--- src/rtl/simon_pkg.sv ---
// Shared Simon definitions: playback FSM state encoding, LED mode codes and
// default datapath widths.
package simon_pkg;

    localparam int ADDR_W_DEF = 6;
    localparam int PAT_W_DEF  = 4;

    localparam logic [2:0] ST_IDLE = 3'd0;
    localparam logic [2:0] ST_LOAD = 3'd1;
    localparam logic [2:0] ST_SHOW = 3'd2;
    localparam logic [2:0] ST_GAP  = 3'd3;
    localparam logic [2:0] ST_FIN  = 3'd4;

    // LED mode codes used by the top-level Simon controller
    localparam logic [2:0] LED_INPUT    = 3'b001;
    localparam logic [2:0] LED_PLAYBACK = 3'b010;
    localparam logic [2:0] LED_REPEAT   = 3'b100;
    localparam logic [2:0] LED_DONE     = 3'b111;

endpackage

--- src/rtl/simon_playback_seq_if.sv ---
// Playback sequencer bundle: controller handshake, register-file read port
// and pattern LED drive.
interface simon_playback_seq_if #(
    parameter int ADDR_W = 6,
    parameter int PAT_W  = 4
);
    logic              start;
    logic              abort;
    logic [ADDR_W-1:0] last;
    logic [ADDR_W-1:0] rd_addr;
    logic [PAT_W-1:0]  rd_data;
    logic [PAT_W-1:0]  led_pat;
    logic              led_en;
    logic              busy;
    logic              done;

    modport master (
        output start, abort, last, rd_data,
        input  rd_addr, led_pat, led_en, busy, done
    );

    modport slave (
        input  start, abort, last, rd_data,
        output rd_addr, led_pat, led_en, busy, done
    );
endinterface

--- src/rtl/simon_playback_seq_interval_cnt.sv ---
// Loadable down-counter timing the SHOW and GAP intervals; holds at zero.
module simon_interval_cnt #(
    parameter int CNT_W = 16
) (
    input  logic             clk,
    input  logic             rst,
    input  logic             load,
    input  logic [CNT_W-1:0] value,
    output logic             zero
);
    logic [CNT_W-1:0] cnt;

    always_ff @(posedge clk or posedge rst) begin
        if (rst)
            cnt <= '0;
        else if (load)
            cnt <= value;
        else if (cnt != '0)
            cnt <= cnt - 1'b1;
    end

    assign zero = (cnt == '0);
endmodule

--- src/rtl/simon_playback_seq.sv ---
// Timed playback of register-file entries 0..last onto the pattern LEDs.
// Optional SIMON_PB_SPEEDUP_EN shortens SHOW in each higher quarter of the array.
module simon_playback_seq
    import simon_pkg::*;
#(
    parameter int ADDR_W     = ADDR_W_DEF,
    parameter int PAT_W      = PAT_W_DEF,
    parameter int ON_CYCLES  = 8,
    parameter int GAP_CYCLES = 4,
    parameter int CNT_W      = 16
) (
    input  logic                clk,
    input  logic                rst,
    simon_playback_seq_if.slave pb
);
    localparam bit HAS_GAP = (GAP_CYCLES > 0);
    localparam logic [CNT_W-1:0] GAP_M1 = HAS_GAP ? CNT_W'(GAP_CYCLES - 1) : '0;

    logic [2:0]        state;
    logic [ADDR_W-1:0] last_q;
    logic [ADDR_W-1:0] rd_addr_q;
    logic [PAT_W-1:0]  led_pat_q;
    logic [CNT_W-1:0]  show_m1;
    logic              cnt_load;
    logic [CNT_W-1:0]  cnt_val;
    logic              cnt_zero;
    logic              last_entry;

`ifdef SIMON_PB_SPEEDUP_EN
    // ON period halves for every quarter of the array covered by last
    logic [CNT_W-1:0] on_shift;
    assign on_shift = CNT_W'(ON_CYCLES) >> last_q[ADDR_W-1 -: 2];
    assign show_m1  = (on_shift == '0) ? '0 : on_shift - 1'b1;
`else
    assign show_m1 = CNT_W'(ON_CYCLES - 1);
`endif

    assign last_entry = (rd_addr_q == last_q);

    always_comb begin
        cnt_load = 1'b0;
        cnt_val  = show_m1;
        if (state == ST_LOAD) begin
            cnt_load = 1'b1;
        end else if (state == ST_SHOW && cnt_zero && HAS_GAP) begin
            cnt_load = 1'b1;
            cnt_val  = GAP_M1;
        end
    end

    simon_interval_cnt #(.CNT_W(CNT_W)) u_cnt (
        .clk   (clk),
        .rst   (rst),
        .load  (cnt_load),
        .value (cnt_val),
        .zero  (cnt_zero)
    );

    always_ff @(posedge clk or posedge rst) begin
        if (rst) begin
            state     <= ST_IDLE;
            last_q    <= '0;
            rd_addr_q <= '0;
            led_pat_q <= '0;
        end else if (pb.abort) begin
            state <= ST_IDLE;
        end else begin
            case (state)
                ST_IDLE: if (pb.start) begin
                    last_q    <= pb.last;
                    rd_addr_q <= '0;
                    state     <= ST_LOAD;
                end
                ST_LOAD: begin
                    led_pat_q <= pb.rd_data;
                    state     <= ST_SHOW;
                end
                ST_SHOW: if (cnt_zero) begin
                    if (HAS_GAP) begin
                        state <= ST_GAP;
                    end else if (last_entry) begin
                        state <= ST_FIN;
                    end else begin
                        rd_addr_q <= rd_addr_q + 1'b1;
                        state     <= ST_LOAD;
                    end
                end
                ST_GAP: if (cnt_zero) begin
                    if (last_entry) begin
                        state <= ST_FIN;
                    end else begin
                        rd_addr_q <= rd_addr_q + 1'b1;
                        state     <= ST_LOAD;
                    end
                end
                ST_FIN:  state <= ST_IDLE;
                default: state <= ST_IDLE;
            endcase
        end
    end

    assign pb.rd_addr = rd_addr_q;
    assign pb.led_pat = led_pat_q;
    assign pb.led_en  = (state == ST_SHOW);
    assign pb.busy    = (state != ST_IDLE);
    assign pb.done    = (state == ST_FIN);
endmodule
--- src/flat_wrapper.sv ---
// flat-port wrapper written by rule: the top's interface ports become plain ports
module simon_playback_seq_flat import simon_pkg::*;
#(
    parameter int ADDR_W     = ADDR_W_DEF,
    parameter int PAT_W      = PAT_W_DEF,
    parameter int ON_CYCLES  = 8,
    parameter int GAP_CYCLES = 4,
    parameter int CNT_W      = 16
)
  (clk, rst, pb_start, pb_abort, pb_last, pb_rd_data, pb_rd_addr, pb_led_pat, pb_led_en, pb_busy, pb_done);
  simon_playback_seq_if #(.ADDR_W(ADDR_W), .PAT_W(PAT_W)) pb_i ();
  input  logic clk;
  input  logic rst;
  input wire logic [$bits(pb_i.start)-1:0] pb_start;
  input wire logic [$bits(pb_i.abort)-1:0] pb_abort;
  input wire logic [$bits(pb_i.last)-1:0] pb_last;
  input wire logic [$bits(pb_i.rd_data)-1:0] pb_rd_data;
  output wire logic [$bits(pb_i.rd_addr)-1:0] pb_rd_addr;
  output wire logic [$bits(pb_i.led_pat)-1:0] pb_led_pat;
  output wire logic [$bits(pb_i.led_en)-1:0] pb_led_en;
  output wire logic [$bits(pb_i.busy)-1:0] pb_busy;
  output wire logic [$bits(pb_i.done)-1:0] pb_done;
  assign pb_i.start = pb_start;
  assign pb_i.abort = pb_abort;
  assign pb_i.last = pb_last;
  assign pb_i.rd_data = pb_rd_data;
  assign pb_rd_addr = pb_i.rd_addr;
  assign pb_led_pat = pb_i.led_pat;
  assign pb_led_en = pb_i.led_en;
  assign pb_busy = pb_i.busy;
  assign pb_done = pb_i.done;
  simon_playback_seq #(.ADDR_W(ADDR_W), .PAT_W(PAT_W), .ON_CYCLES(ON_CYCLES), .GAP_CYCLES(GAP_CYCLES), .CNT_W(CNT_W)) u_core (.clk(clk), .rst(rst), .pb(pb_i));
endmodule
--- config.mk ---
export PLATFORM = sky130hd
export DESIGN_NAME = simon_playback_seq_flat
export DESIGN_NICKNAME = d
export VERILOG_FILES = /design/src/rtl/simon_pkg.sv /design/src/rtl/simon_playback_seq_if.sv /design/src/rtl/simon_playback_seq_interval_cnt.sv /design/src/rtl/simon_playback_seq.sv /design/src/flat_wrapper.sv
export SDC_FILE = /design/constraint.sdc
export NUM_CORES = 1
export LEC_CHECK = 0
export ABC_AREA = 1
export ABC_CLOCK_PERIOD_IN_PS = 1800
export CAP_MARGIN = 15
export CORE_MARGIN = 3
export CORE_UTILIZATION = 49
export CTS_BUF_LIST = sky130_fd_sc_hd__clkbuf_4 sky130_fd_sc_hd__clkbuf_8 sky130_fd_sc_hd__clkbuf_16
export DETAILED_ROUTE_END_ITERATION = 10
export GPL_TIMING_DRIVEN = 0
export HOLD_SLACK_MARGIN = 0.03
export PLACE_DENSITY_LB_ADDON = 0.08
export SYNTH_ARGS = -nofsm -noshare
export SYNTH_HDL_FRONTEND = slang
export SYNTH_SLANG_ARGS = --single-unit
--- constraint.sdc ---
create_clock -name clk -period 1.8 [get_ports clk]
set_clock_uncertainty 0.2 [all_clocks]
set_input_delay 0.36 -clock clk [delete_from_list [all_inputs] [get_ports clk]]
set_output_delay 0.36 -clock clk [all_outputs]
set_load 0.01 [all_outputs]
; ---- Word-level counts from Yosys, hierarchy flattened
; Index checks and enable logic that the tools add are counted.
; Widths: inputs -> output; s select.
[totals]
output_inout_bits = 13
register_bits = 35
in_bits = 14
[classes]
reduce_logical = 11
bitwise_logic = 1
add_sub_neg = 2
eq_ne = 11
muxes = 16
[ops]
columns = op, n
row1 = $mux 16, 2
row2 = $mux 3, 7
row3 = $mux 6, 3
row4 = $logic_not 16->1, 1
row5 = $reduce_bool 16->1, 1
row6 = $sub 16x1->16 const B, 1
row7 = $pmux 3 s4, 1
row8 = $pmux 6 s2, 1
row9 = $add 6x1->6 const B, 1
row10 = $eq 3x2->1 const B, 2
row11 = $eq 6x6->1, 1
row12 = $ne 3x2->1 const B, 2
row13 = $reduce_and 3->1, 2
row14 = $reduce_and 5->1, 1
row15 = $ne 2x2->1 const B, 2
row16 = $reduce_bool 2->1, 2
row17 = $eq 3x1->1 const B, 1
row18 = $eq 3x3->1 const B, 1
row19 = $logic_not 3->1, 1
row20 = $ne 3x3->1 const B, 1
row21 = $reduce_bool 3->1, 1
row22 = $mux 1, 2
row23 = $ne 2x1->1 const B, 1
row24 = $reduce_and 2->1, 1
row25 = other kinds (2), 2

; ---- Longest topological paths before layout
; Gate-level depths: netlist (run 1).
[depth]
depth_word = 5
ltp_mapped = 10

; ---- Cells and area by module
; Synthesis (run 1) repeated with hierarchy kept, for this count alone.
[unflattened]
hier_cells = 316
area_unflattened_um2 = 2328.5
[modules_own_cells]
columns = module, instances, cells_each, seq_area_each_um2, area_per_inst_um2
row1 = simon_interval_cnt, 1, 169, 400.4, 1213.7
row2 = simon_playback_seq, 1, 147, 475.5, 1114.8

; ---- Least setup slack after synthesis (run 1)
; OpenSTA, ideal clock, no wires.
[synth_path]
kind = reg-to-reg
startpoint = register u_core.u_cnt.cnt[0]
endpoint = register u_core.rd_addr_q[0], in the netlist u_core.pb.rd_addr[0]
slack_ns = 0.097
period_less_slack_ns = 1.703
stages_incl_launch_ff = 10
arrival_ns = 1.385
setup_ns = 0.118
path_cell_list = dfrtp_1 inv_1 ha_1 nand2_2 nor2_4 nand2_4 a21oi_4 nand3_4 nand2_1 nand2_1
[synth_between]
elab_chain_cells = 3
[synth_rtl]
columns = element, line
row1 = start: declaration, simon_playback_seq_interval_cnt.sv:11  ; logic [CNT_W-1:0] cnt;
row2 = start signal: assignment, simon_playback_seq_interval_cnt.sv:17  ; cnt <= value;
row3 = start signal: assignment, simon_playback_seq_interval_cnt.sv:19  ; cnt <= cnt - 1'b1;
row4 = $logic_not 16->1, simon_playback_seq_interval_cnt.sv:22  ; assign zero = (cnt == '0);
row5 = $ne 2x1->1 (no line), -
row6 = $reduce_and 5->1 (no line), -
row7 = end signal: assignment, simon_playback_seq.sv:84  ; rd_addr_q <= rd_addr_q + 1'b1;
row8 = end signal: assignment, simon_playback_seq.sv:92  ; rd_addr_q <= rd_addr_q + 1'b1;
row9 = end: declaration, simon_playback_seq.sv:21  ; logic [ADDR_W-1:0] rd_addr_q;
; No other way between the ends.
; A chain may end at the register's enable or synchronous reset.

; ---- Worst setup path in the final report (run 1)
[layout_path]
startpoint = register u_core.state[0]
endpoint = output port pb_busy
[layout_between]
elab_chain_cells = 1
[layout_rtl]
columns = element, line
row1 = start: declaration, simon_playback_seq.sv:19  ; logic [2:0] state;
row2 = start signal: assignment, simon_playback_seq.sv:61  ; state <= ST_IDLE;
row3 = start signal: assignment, simon_playback_seq.sv:66  ; state <= ST_IDLE;
row4 = start signal: assignment, simon_playback_seq.sv:72  ; state <= ST_LOAD;
row5 = $reduce_bool 3->1, simon_playback_seq.sv:105  ; assign pb.busy = (state != ST_IDLE);
row6 = end: declaration, flat_wrapper.sv:21  ; output wire logic [$bits(pb_i.busy)-1:0] pb_busy;
; No other way between the ends.

==> results.md, run 1 <==
- Drt drc: 0
- Synth Cell Area: 2030 µm²
- Nets@finish: 326
- Failing checks: negative setup slack
- DR vias/cell: 5.13
- Final worst path period share: 100%
- Worst path required time: 1.24 ns
- Chip width: 70.4 µm
- Cells after DPL: 334
- HP Class: in -> async
- Unique cell type count in the Yosys netlist: 30
- Die Y: 70.4 µm
- HPWL after DPL: 3290 µm
- Worst slew pin tran: 0.632 ns
- Initial antenna violation count: 0
- Final Max Slew Viols: 0
- Post-route design area: 2650 µm²
- Row cnt: 22
- Area of the die: 4960 µm²
- Global-route wire length before repair: 7860 µm
- Avg Cell Area, Syn: 7.86 µm²
- Simple-gate area share of the yosys netlist: 34.5%
- Drt pass-1 iters: 4
- Final std cells w/o fill: 358
- R2r startpoint: u_core.pb.rd_addr[4]
- DRT Wirelength: 4660 µm
- Post-synthesis compound-gate area fraction: 6.09%
- Adder-Cell Fraction of Synth Area: 1.85%
- Placer Congestion: 0.834
- Final setup viols: 1
- Post-synthesis sequential area ratio: 43.1%
- Post-synthesis net count: 276
- Cell count after synthesis: 259
- DR iter-0 viols: 157
- Synthesized flop and latch total: 35
- Vias in the first global route: 1,722
- RSZ-0062 raised after global routing: yes
- CTS buffer count: 5
- Via count: 1,836
- Placement-stage cell area: 2380 µm²
- Mux share of post-synthesis cell area: 2.21%
- Min setup slack post-route: -0.000290 ns
- Boundary Pins: 27
- Worst setup path class: reg -> out
- Layout area overhead: 30.3%
- Largest net degree at the start of global routing: 23
- Crit path capture type: output pin
- Drt wl/cell: 13.0 µm
- Post-CTS Hold Fix Bufs: 0
- Status: complete, but fails checks
- Post-Synth XOR/XNOR Area: 4.74%
- Final Total Pwr: 4.18 mW
- Worst-Skew Late Latency: 0.29 ns
- Total track usage: 20.0%
- CORE AREA: 3830 µm²
- Ratio of cells with drive above 1 in the final layout: 22.9%
- Combinational family with the most area after synthesis: simple AND/OR/NAND/NOR gates
- ANT cells: 0
- Worst Path Arrival: 1.24 ns
- Slew HR: 57.8%
- Initial cell density of the core: 53.2%
- Worst vdd ir: 954 µV
- Critical path startpoint: u_core.state[0]
- Synth warn: 0
- Clk slew on worst S/H paths: 0.07 ns
- Leak: 1.32 nW
- Total grt overflow: 0
- PortBufs: 26
- CP max FO: 4
- Startpoint types: flop
- CTS Buffer Depth: 2
- Fmax: 555 MHz
- TritonCTS clock tree: built
- Final core occ: 69.3%
- CTS root buf: clkbuf_8
- Routed Antenna Nets: 0
- Final Hold Fails: 0
- Number of H-tree levels: 2
- Min Tclk post-route: 1.80 ns
- Power Density: 1580 nW/µm²
- MaxCap Viol Count: 0
- Sink Count: 35
## critical path: stages (launching register included)
cell and delay [ns]:
dfrtp_2 0.46, nor3_2 0.25, inv_1 0.09, buf_2 0.15
## where the power goes
part           internal, mW  leakage [nW]  total [mW]  switching (mW)
registers              1.08         0.437        1.34           0.268
logic                 0.944         0.829        2.18            1.24
clock network         0.364        0.0549       0.651           0.287
total                  2.38          1.32        4.18            1.79
## final timing paths
path | to | slack, ns | cells past startpoint
setup reg to reg | u_core.state[0] | 0.05 | 8
hold reg to reg | u_core.pb.led_pat[3] | 0.30 | 1
min in group clk | u_core.pb.led_pat[3] | 0.30 | 1
hold / removal | u_core.u_cnt.cnt[7] | 0.25 | 2
setup / recovery | pb_busy | -0.0003 | 3
max in group asynchronous | u_core.state[0] | 0.61 | 3
## Yosys cell counts
master,instances,area [µm²]
nand4_1,9,56.3
nand3_1,11,55.1
a21oi_4,1,16.3
a21oi_1,10,50.1
inv_1,32,120
a31oi_1,1,6.26
nand2_2,5,31.3
nor3_1,15,75.1
o21ai_1,1,5.00
inv_4,1,6.26
nor2_2,6,37.5
ha_1,3,37.5
nand3_4,1,17.5
xor2_1,5,43.8
dfrtp_1,35,876
buf_4,2,15.0
a211oi_1,1,7.51
nor3b_1,2,15.0
o211ai_1,1,7.51
nand2_1,64,240
nand2_4,1,11.3
xnor2_1,6,52.6
nor2_4,3,33.8
o21ai_4,1,16.3
nor2_1,31,116
o21ai_0,3,15.0
nand4_2,1,12.5
inv_2,2,7.51
mux2_2,4,45.0
buf_2,1,5.00
## state kept, by name, summed over array words and instances (netlist names)
name	flops
u_core.u_cnt.cnt	16
u_core.last_q	6
u_core.pb.rd_addr	6
u_core.pb.led_pat	4
u_core.state	3
## through the flow
| stage | TNS (ns) | setup slack, ns | hold WS, ns |
|---|---|---|---|
| after floorplan | 0 | 0.0974 | 0.306 |
| after global placement | -13.97 | -0.365 | 0.287 |
| after detailed placement | -1.73 | -0.132 | 0.295 |
| after CTS | 0 | 0.00192 | 0.264 |
| after global routing | -0.119 | -0.0395 | 0.292 |
| final | -0.000290 | -0.000290 | 0.246 |
## layout make-up
type	count	area, µm²
Fill cell	329	1180
Multi-Input combinational cell	186	1050
Sequential cell	35	883
Timing Repair Buffer	43	394
Inverter	35	134
Clock buffer	8	104
Tap cell	48	60.1
Buffer	3	27.5
## cell usage in the layout, fill, tap and decap left out, types with 7 or more instances in the layout
master | netlist | final
nor2_1 | 31 | 29
nand3_1 | 11 | 10
buf_4 | 2 | 15
nor3_1 | 15 | 14
dfrtp_1 | 35 | 29
a21oi_1 | 10 | 9
inv_1 | 32 | 31
clkdlybuf4s50_1 | 0 | 21
clkbuf_8 | 0 | 7
nand2_1 | 64 | 63
nand4_1 | 9 | 9
nor2_2 | 6 | 7
## timing repair
| action | 4_1_cts | 5_1_grt |
|---|---|---|
| buffers inserted | 11 | 5 |
| pin swaps | 3 | 4 |
| gates resized for setup | 22 | 13 |
| endpoints found under the setup margin | 28 | 26 |
## cell families after synthesis
| group | after synthesis |
|---|---|
| flops | 35 |
| xor+xnor | 11 |
| buf+inv | 38 |
| fa+ha+maj | 3 |
| compound gates | 19 |
| mux | 4 |
| simple gates | 149 |
## per-layer routing
metal  track usage [%]  up-vias  wire, µm
met4              5.11        0        44
li1                  -      930         -
met3              6.33        5       179
met5                 0        -         0
met2              29.8       31      2080
met1              28.2      870      2360
Note: power is estimated with default switching activity, not from simulation.
==> run 2: changes to the inputs <==
--- a/config.mk
+++ b/config.mk
@@ -6,7 +6,6 @@
 export NUM_CORES = 1
 export LEC_CHECK = 0
 export ABC_AREA = 1
-export ABC_CLOCK_PERIOD_IN_PS = 1800
 export CAP_MARGIN = 15
 export CORE_MARGIN = 3
 export CORE_UTILIZATION = 49
==> results of run 2 <==
The final DEF is identical to that of run 1; final timing and power are the same.
